--- src/rtl/div_unit_if.sv ---
// Request/response bundle for the 32-bit divider.
//   master : the requester (drives start, signed_op, dividend, divisor)
//   slave  : the divider   (drives busy, done, div_zero, quotient,
//            remainder and the DivCounter debug count)
interface div_unit_if;
  logic        start;
  logic        signed_op;
  logic [31:0] dividend;
  logic [31:0] divisor;
  logic        busy;
  logic        done;
  logic        div_zero;
  logic [31:0] quotient;
  logic [31:0] remainder;
  logic [5:0]  DivCounter;

  modport master (
    output start, signed_op, dividend, divisor,
    input  busy, done, div_zero, quotient, remainder, DivCounter
  );

  modport slave (
    input  start, signed_op, dividend, divisor,
    output busy, done, div_zero, quotient, remainder, DivCounter
  );
endinterface

--- src/rtl/div_unit.sv ---
// Iterative 32-bit restoring divider (DIV / DIVU), one quotient bit per cycle.
// Ports:
//   Clk    - rising-edge clock
//   reset  - synchronous, active-high; returns to IDLE and clears all state
//   bus    - div_unit_if.slave:
//              start/signed_op/dividend/divisor : request, sampled in IDLE only
//              busy      : high in every state except IDLE
//              done      : one-cycle pulse in DONE
//              div_zero  : last completed operation had a zero divisor
//              quotient  : LO result, held until the next result
//              remainder : HI result, held until the next result
//              DivCounter: iteration count (debug)
// Signed operation divides magnitudes and fixes signs afterwards: the
// quotient is negated when operand signs differ, the remainder takes the
// sign of the dividend (truncating division).
module div_unit (
  input  logic       Clk,
  input  logic       reset,
  div_unit_if.slave  bus
);

  typedef enum logic [2:0] {
    IDLE = 3'd0,
    ITER = 3'd1,
    FIX  = 3'd2,
    DONE = 3'd3,
    ZERO = 3'd4
  } state_t;

  state_t      state_q, state_d;
  logic        busy_c, done_c;

  logic        dvd_neg_q;
  logic        dvs_neg_q;
  logic [31:0] quo_q;
  logic [31:0] rem_q;
  logic [31:0] dvs_q;
  logic [5:0]  cnt_q;
  logic [31:0] quotient_q;
  logic [31:0] remainder_q;
  logic        div_zero_q;

  logic [32:0] rem_sh;
  logic [32:0] trial;
  logic        trial_ok;

  function automatic logic [31:0] neg32(input logic [31:0] v);
    return ~v + 32'd1;
  endfunction

  // Magnitude of a two's-complement word; 0x80000000 maps to itself,
  // which is the correct unsigned magnitude 2^31.
  function automatic logic [31:0] abs32(input logic signed [31:0] v);
    return v[31] ? neg32(v) : v;
  endfunction

  // Restoring step: the bit shifted out of the remainder can make the
  // shifted value reach 2^32, so a set bit 32 means the trial is
  // non-negative regardless of the wrapped difference.
  assign rem_sh   = {rem_q, quo_q[31]};
  assign trial    = rem_sh - {1'b0, dvs_q};
  assign trial_ok = rem_sh[32] | ~trial[32];

  always_ff @(posedge Clk) begin
    if (reset) state_q <= IDLE;
    else       state_q <= state_d;
  end

  always_comb begin
    state_d = state_q;
    busy_c  = 1'b1;
    done_c  = 1'b0;
    case (state_q)
      IDLE: begin
        busy_c = 1'b0;
        if (bus.start) state_d = (bus.divisor == 32'd0) ? ZERO : ITER;
      end
      // The counter reaches 32 on the edge that leaves ITER.
      ITER:    if (cnt_q == 6'd31) state_d = FIX;
      FIX:     state_d = DONE;
      ZERO:    state_d = DONE;
      DONE: begin
        done_c  = 1'b1;
        state_d = IDLE;
      end
      default: state_d = IDLE;
    endcase
  end

  always_ff @(posedge Clk) begin
    if (reset) begin
      dvd_neg_q   <= 1'b0;
      dvs_neg_q   <= 1'b0;
      quo_q       <= '0;
      rem_q       <= '0;
      dvs_q       <= '0;
      cnt_q       <= '0;
      quotient_q  <= '0;
      remainder_q <= '0;
      div_zero_q  <= 1'b0;
    end else begin
      case (state_q)
        IDLE: begin
          if (bus.start) begin
            // Sign flags are pre-gated with signed_op so FIX needs no mode test.
            dvd_neg_q <= bus.signed_op & bus.dividend[31];
            dvs_neg_q <= bus.signed_op & bus.divisor[31];
            rem_q     <= '0;
            cnt_q     <= '0;
            if (bus.divisor == 32'd0) begin
              // ZERO returns the dividend exactly as presented.
              quo_q <= bus.dividend;
              dvs_q <= '0;
            end else if (bus.signed_op) begin
              quo_q <= abs32(bus.dividend);
              dvs_q <= abs32(bus.divisor);
            end else begin
              quo_q <= bus.dividend;
              dvs_q <= bus.divisor;
            end
          end
        end
        ITER: begin
          rem_q <= trial_ok ? trial[31:0] : rem_sh[31:0];
          quo_q <= {quo_q[30:0], trial_ok};
          cnt_q <= cnt_q + 6'd1;
        end
        FIX: begin
          quotient_q  <= (dvd_neg_q ^ dvs_neg_q) ? neg32(quo_q) : quo_q;
          remainder_q <= dvd_neg_q ? neg32(rem_q) : rem_q;
          div_zero_q  <= 1'b0;
        end
        ZERO: begin
          quotient_q  <= 32'hFFFF_FFFF;
          remainder_q <= quo_q;
          div_zero_q  <= 1'b1;
        end
        default: ;
      endcase
    end
  end

  assign bus.busy       = busy_c;
  assign bus.done       = done_c;
  assign bus.div_zero   = div_zero_q;
  assign bus.quotient   = quotient_q;
  assign bus.remainder  = remainder_q;
  assign bus.DivCounter = cnt_q;

endmodule
--- src/flat_wrapper.sv ---
// flat-port wrapper written by rule: the top's interface ports become plain ports
module div_unit_flat 
  (Clk, reset, bus_start, bus_signed_op, bus_dividend, bus_divisor, bus_busy, bus_done, bus_div_zero, bus_quotient, bus_remainder, bus_DivCounter);
  div_unit_if bus_i ();
  input  logic Clk;
  input  logic reset;
  input wire logic [$bits(bus_i.start)-1:0] bus_start;
  input wire logic [$bits(bus_i.signed_op)-1:0] bus_signed_op;
  input wire logic [$bits(bus_i.dividend)-1:0] bus_dividend;
  input wire logic [$bits(bus_i.divisor)-1:0] bus_divisor;
  output wire logic [$bits(bus_i.busy)-1:0] bus_busy;
  output wire logic [$bits(bus_i.done)-1:0] bus_done;
  output wire logic [$bits(bus_i.div_zero)-1:0] bus_div_zero;
  output wire logic [$bits(bus_i.quotient)-1:0] bus_quotient;
  output wire logic [$bits(bus_i.remainder)-1:0] bus_remainder;
  output wire logic [$bits(bus_i.DivCounter)-1:0] bus_DivCounter;
  assign bus_i.start = bus_start;
  assign bus_i.signed_op = bus_signed_op;
  assign bus_i.dividend = bus_dividend;
  assign bus_i.divisor = bus_divisor;
  assign bus_busy = bus_i.busy;
  assign bus_done = bus_i.done;
  assign bus_div_zero = bus_i.div_zero;
  assign bus_quotient = bus_i.quotient;
  assign bus_remainder = bus_i.remainder;
  assign bus_DivCounter = bus_i.DivCounter;
  div_unit u_core (.Clk(Clk), .reset(reset), .bus(bus_i));
endmodule
--- config.mk ---
export PLATFORM = sky130hd
export DESIGN_NAME = div_unit_flat
export DESIGN_NICKNAME = d
export VERILOG_FILES = /design/src/rtl/div_unit_if.sv /design/src/rtl/div_unit.sv /design/src/flat_wrapper.sv
export SDC_FILE = /design/constraint.sdc
export NUM_CORES = 1
export LEC_CHECK = 0
export ABC_AREA = 1
export BUFFER_PORTS_ARGS = -buffer_cell sky130_fd_sc_hd__buf_2
export CAP_MARGIN = 5
export CORE_UTILIZATION = 30
export CTS_BUF_LIST = sky130_fd_sc_hd__clkbuf_16
export CTS_CLUSTER_SIZE = 28
export DETAILED_ROUTE_END_ITERATION = 10
export PLACE_DENSITY = 0.43
export SLEW_MARGIN = 20
export SYNTH_ARGS = -nofsm -noshare
export SYNTH_HDL_FRONTEND = slang
export SYNTH_SLANG_ARGS = --single-unit
--- constraint.sdc ---
create_clock -name Clk -period 2.5 [get_ports Clk]
set_input_delay 0.25 -clock Clk [delete_from_list [all_inputs] [get_ports Clk]]
set_output_delay 0.25 -clock Clk [all_outputs]
set_load 0.1 [all_outputs]
== Word level (Yosys, flattened, before mapping) ==
Cells that the tools add are included.

* Register bits after elaboration: 172
* Word-level logic and storage cells: 64

* Add/sub/neg operators: 6
* Equality and inequality tests: 7
* Mux-type cells: 24
* Bitwise gates (word level): 9
* Reduce and logical (&&, ||, !) cells: 8

{| class="wikitable"
|+ Operators by type and width
! kind !! number
|-
| $mux 32 || 11
|-
| $pmux 32 s2 || 4
|-
| $add 32x1->32 const B || 4
|-
| $not 32->32 || 4
|-
| $sub 33x32->33 || 1
|-
| $logic_not 32->1 || 1
|-
| $pmux 6 s2 || 1
|-
| $mux 3 || 3
|-
| $pmux 3 s3 || 1
|-
| $add 6x1->6 const B || 1
|-
| $eq 3x2->1 const B || 2
|-
| $eq 6x5->1 const B || 1
|-
| $mux 6 || 1
|-
| $reduce_and 2->1 || 3
|-
| $reduce_bool 2->1 || 2
|-
| $eq 3x1->1 const B || 1
|-
| $eq 3x3->1 const B || 1
|-
| $logic_not 3->1 || 1
|-
| $and 1x1->1 || 2
|-
| $mux 1 || 2
|-
| $ne 2x1->1 const B || 1
|-
| $ne 2x2->1 const B || 1
|-
| $pmux 1 s2 || 1
|-
| $reduce_or 2->1 || 1
|-
| other kinds (3) || 3
|}

== Longest topological paths before layout ==
* Depth in word-level cells: 7
* Mapped depth: 16
* Mapped depth without buffers: 16

== Least setup slack after synthesis ==
OpenSTA, ideal clock, no wires.

* Path type: register to output
* Start: register u_core.state_q[0]
* End: output port bus_done
* Arrival: 2.445 ns
* Path slack: -0.195 ns
* Cell stages (with the launch flop): 3
* Path buffers: 0
* Path through: dfxtp_1 inv_1 nor3_1

* Word-level cells in the longest chain between the ends: 2

{| class="wikitable"
|+ Ends and longest elaborated chain
! element !! RTL line !! RTL
|-
| from (decl) || div_unit.sv:30 || <nowiki>state_t state_q, state_d;</nowiki>
|-
| from (signal assigned) || div_unit.sv:66 || <nowiki>else state_q <= state_d;</nowiki>
|-
| $eq 3x2->1 || div_unit.sv:73 || <nowiki>case (state_q)</nowiki>
|-
| $mux 1 || div_unit.sv:73 ||
|-
| to (decl) || flat_wrapper.sv:12 || <nowiki>output wire logic [$bits(bus_i.done)-1:0] bus_done;</nowiki>
|}

Every way passes these cells.

== Final worst setup path ==
* Start: register u_core.dvs_q[10]
* End: register u_core.rem_q[27]

* Word-level cells in the longest chain between the ends: 5

{| class="wikitable"
|+ Ends and longest elaborated chain
! element !! RTL line !! RTL
|-
| from (decl) || div_unit.sv:37 || <nowiki>logic [31:0] dvs_q;</nowiki>
|-
| from (signal assigned) || div_unit.sv:116 || <nowiki>dvs_q <= abs32(bus.divisor);</nowiki>
|-
| from (signal assigned) || div_unit.sv:119 || <nowiki>dvs_q <= bus.divisor;</nowiki>
|-
| $sub 33x32->33 (*) || div_unit.sv:61 || <nowiki>assign trial = rem_sh - {1'b0, dvs_q};</nowiki>
|-
| $not 1->1 || div_unit.sv:62 || <nowiki>assign trial_ok = rem_sh[32] | ~trial[32];</nowiki>
|-
| $or 1x1->1 || div_unit.sv:62 ||
|-
| $mux 32 (*) || div_unit.sv:124 || <nowiki>rem_q <= trial_ok ? trial[31:0] : rem_sh[31:0];</nowiki>
|-
| $pmux 32 s2 (*) || div_unit.sv:102 || <nowiki>case (state_q)</nowiki>
|-
| to (signal assigned) || div_unit.sv:124 ||
|-
| to (decl) || div_unit.sv:36 || <nowiki>logic [31:0] rem_q;</nowiki>
|}

Mark *: on every way between the ends. The rest lies on a longest branch, timed or not.
A chain may end at the register's enable or synchronous reset.

==> run_results.csv <==
group,metric,value,unit
outcome,outcome,"complete, no violations",
cells_and_area,layout-drive-gt1-share,13.1,%
synthesis,yosysWarnings,0,
synthesis,yosysTopAreaCell,"dfxtp_1",
worst_setup_path,start_kind,"flop",
cells_and_area,final_common_cell,"nand2_1",
routing,drtIter0Drc,926,
synthesis,yosys-top-cells-area,"dfxtp_1 26%, nand2_1 17%, inv_1 11%, nand3_1 8.7%, a21oi_1 5.7%",
routing,wl,51100,um
cells_and_area,finalCoreUtilization,35.4,%
floorplanning,start_util,30.5,%
synthesis,syn_area,13200,sq um
global_route,use_met2,35.2,%
routing,ant_nets,0,
worst_setup_path,path_max_fanout,4,
routing,viasPerCell,4.89,
power,switching_share,55.9,%
cells_and_area,diodes,0,
cts,worstSkewPairLatency,0.47,ns
power,clockPowerShare,14.5,%
global_route,grt_use_met1,33.7,%
floorplanning,die_h,212,um
cts,cts_buffer_depth,2,
cts,clockRootBuffer,"clkbuf_16",
worst_setup_path,endpoint_kind,"flop",
synthesis,syn_inst,2212,
placed_design,port_buffers,140,
synthesis,ys_ff_latch,172,
sta,slew_viol_final,0,
sta,skew,0.0214,ns
sta,period_share,93.1,%
placed_design,gp_congestion,0.922,
cells_and_area,multi_input_area,7910,sq um
worst_setup_path,required,2.81,ns
global_route,busiest_layer,"met2",
cts,clkTransAtPathRegs,0.07,ns
sta,rsz0062_at_grt,"false",
cells_and_area,nets,2454,
power,p_switching,10.2,mW
worst_setup_path,worstSetupPathType,"flop to flop",
routing,drt-pass1-iter-count,6,
synthesis,syn_nets,2318,
power,p_int,8.04,mW
placed_design,dpl_cell_area,14700,sq um
power,p_leak,7.52,nW
sta,relSlewSlack,38.2,%
global_route,use_met3,2.92,%
cts,cts_tree,"done",
hold_path,hp-class,"input pin to flop",
floorplanning,dieWidth,212,um
sta,fmax,0.430,GHz
synthesis,syn_avg_cell_area,5.97,sq um
cells_and_area,mostFrequentLayoutCells,"608 x nand2_1, 384 x inv_1, 230 x nand3_1",
floorplanning,num_rows,76,
power,pwr_density_cell,1190,nW/um^2
cts,cts_buffers,17,
placed_design,place_hpwl,40700,um
floorplanning,coreArea,43300,sq um
power,seq_power_share,20.6,%
synthesis,yosysTopAreaCellShare,26.1,%
synthesis,synth_edf_count,0,
routing,vias,14400,
sta,setup_violations,0,
synthesis,seq_area_frac_synth,26.1,%
cells_and_area,fillCellCount,4908,
job,cap_violations,0,
global_route,overflow,0,
global_route,grt_pass1_vias,13600,
cells_and_area,regArea,3440,sq um
sta,tns,0,ns
routing,avgRoutedWirePerCell,17.3,um
worst_setup_path,critPathArrivalTime,2.64,ns
floorplanning,io_pins,141,
cts,h-tree-depth,4,
power,p_comb_share,65.0,%
global_route,grt_usage,23.2,%
cells_and_area,fin_area,15300,sq um
sta,hold_violations,0,
sta,tightest_slew,0.925,ns
global_route,antenna_found_initial,0,
synthesis,synth_ff_type,"dfxtp_1",
sta,period_minus_slack,2.33,ns
synthesis,synth.distinct_cells,56,
power,peakVddDrop,0.000536,V
cts,postCtsHoldBufs,0,
cts,cts_sinks,172,
cells_and_area,areaGrowthSynthToFinish,16.0,%
global_route,grt_pass1_wl,78800,um
floorplanning,dieArea,44800,sq um
synthesis,synth-async-reset-ratio,0,%
routing,drc,0,
global_route,grt_max_degree,110,
==> layer usage <==
| layer | vias to the layer above | share of wire [%] |
|---|---|---|
| li1 | 7388 | - |
| met1 | 6604 | 50 |
| met2 | 371 | 43 |
| met3 | 49 | 4.7 |
| met4 | 0 | 2.3 |
| met5 | - | 0 |
==> stage by stage <==
step           power (mW)  hold WS, ns  setup WS, ns  std cells
5_1_grt              19.7       0.0746       0.00535       2946
4_1_cts              18.1       0.0662        0.0725       2943
2_1_floorplan        12.3        0.393         0.309       2212
6_report             18.2       0.0873         0.172       2946
3_3_place_gp         15.4        0.454         0.122       2911
3_5_place_dp         15.5        0.458        0.0770       2911
==> power groups by stage <==
| stage | sequential (mW) | clock, mW | combinational [mW] |
|---|---|---|---|
| 6_report | 3.74 | 2.64 | 11.8 |
| 5_1_grt | 3.80 | 2.81 | 13.1 |
| 4_1_cts | 3.74 | 2.71 | 11.7 |
| 3_5_place_dp | 3.80 | 0 | 11.7 |
| 3_3_place_gp | 3.81 | 0 | 11.6 |
| 2_1_floorplan | 5.25 | 0 | 7.08 |
==> synth_stat cells (24+ instances only) <==
cell type    n
a21oi_1    151
ha_1        37
nand2_1    609
nor2_1     157
o21ai_0     96
nor3_1      26
inv_1      382
dfxtp_1    172
buf_2       27
clkbuf_1    39
o22ai_1     31
nand3_1    230
nand4_1     24
==> what timing repair did <==
item | CTS | global route
resized for setup | 0 | 6
setup endpoints to repair | 0 | 33
hold endpoints to repair | 0 | 0
setup buffers | 0 | 3
==> critical path, stage by stage (launching register included) <==
cell     delay, ns
dfxtp_1       0.35
inv_1         0.12
ha_1          0.39
nand2_1       0.13
nor2_1        0.22
inv_1         0.07
nor2_1        0.14
nand2_1       0.07
nand3_1       0.21
nand2_1       0.12
nand3_1       0.16
nand3_2       0.09
nand2_1       0.07
a21oi_1       0.05
==> worst paths after layout <==
check | from | slack [ns] | endpoint | depth (start not counted)
max | u_core.dvs_q[10] | 0.17 | u_core.rem_q[27] | 13
max reg2reg | u_core.dvs_q[10] | 0.17 | u_core.rem_q[27] | 13
min reg2reg | u_core.dvs_q[5] | 0.47 | u_core.dvs_q[5] | 2
min | bus_divisor[0] | 0.09 | u_core.dvs_q[0] | 3
==> registers in the layout, indices dropped and copies added, names as in the netlist <==
name,count
u_core.dvd_neg_q,1
u_core.dvs_q,32
u_core.bus.quotient,32
u_core.quo_q,32
u_core.bus.DivCounter,6
u_core.rem_q,32
u_core.bus.div_zero,1
u_core.bus.remainder,32
u_core.dvs_neg_q,1
u_core.state_q,3
==> logic make-up (layout without fill, tap and decap cells) <==
kind of cell    Yosys count  count (layout)  share of synthesized area [%]
simple gates           1132            1132                           37.8
buf+inv                 472             621                           14.3
compound gates          366             366                           16.0
flops                   172             172                           26.1
fa+ha+maj                38              38                           3.66
xor+xnor                 32              32                           2.12
==> layout make-up <==
cell class	instances	area share [%]
Tap cell	585	4.78
Clock buffer	17	2.78
Clock inverter	15	0.817
Timing Repair Buffer	198	7.90
Sequential cell	172	22.5
Inverter	391	9.59
Multi-Input combinational cell	1568	51.6
(Power assumes the default switching activity.)
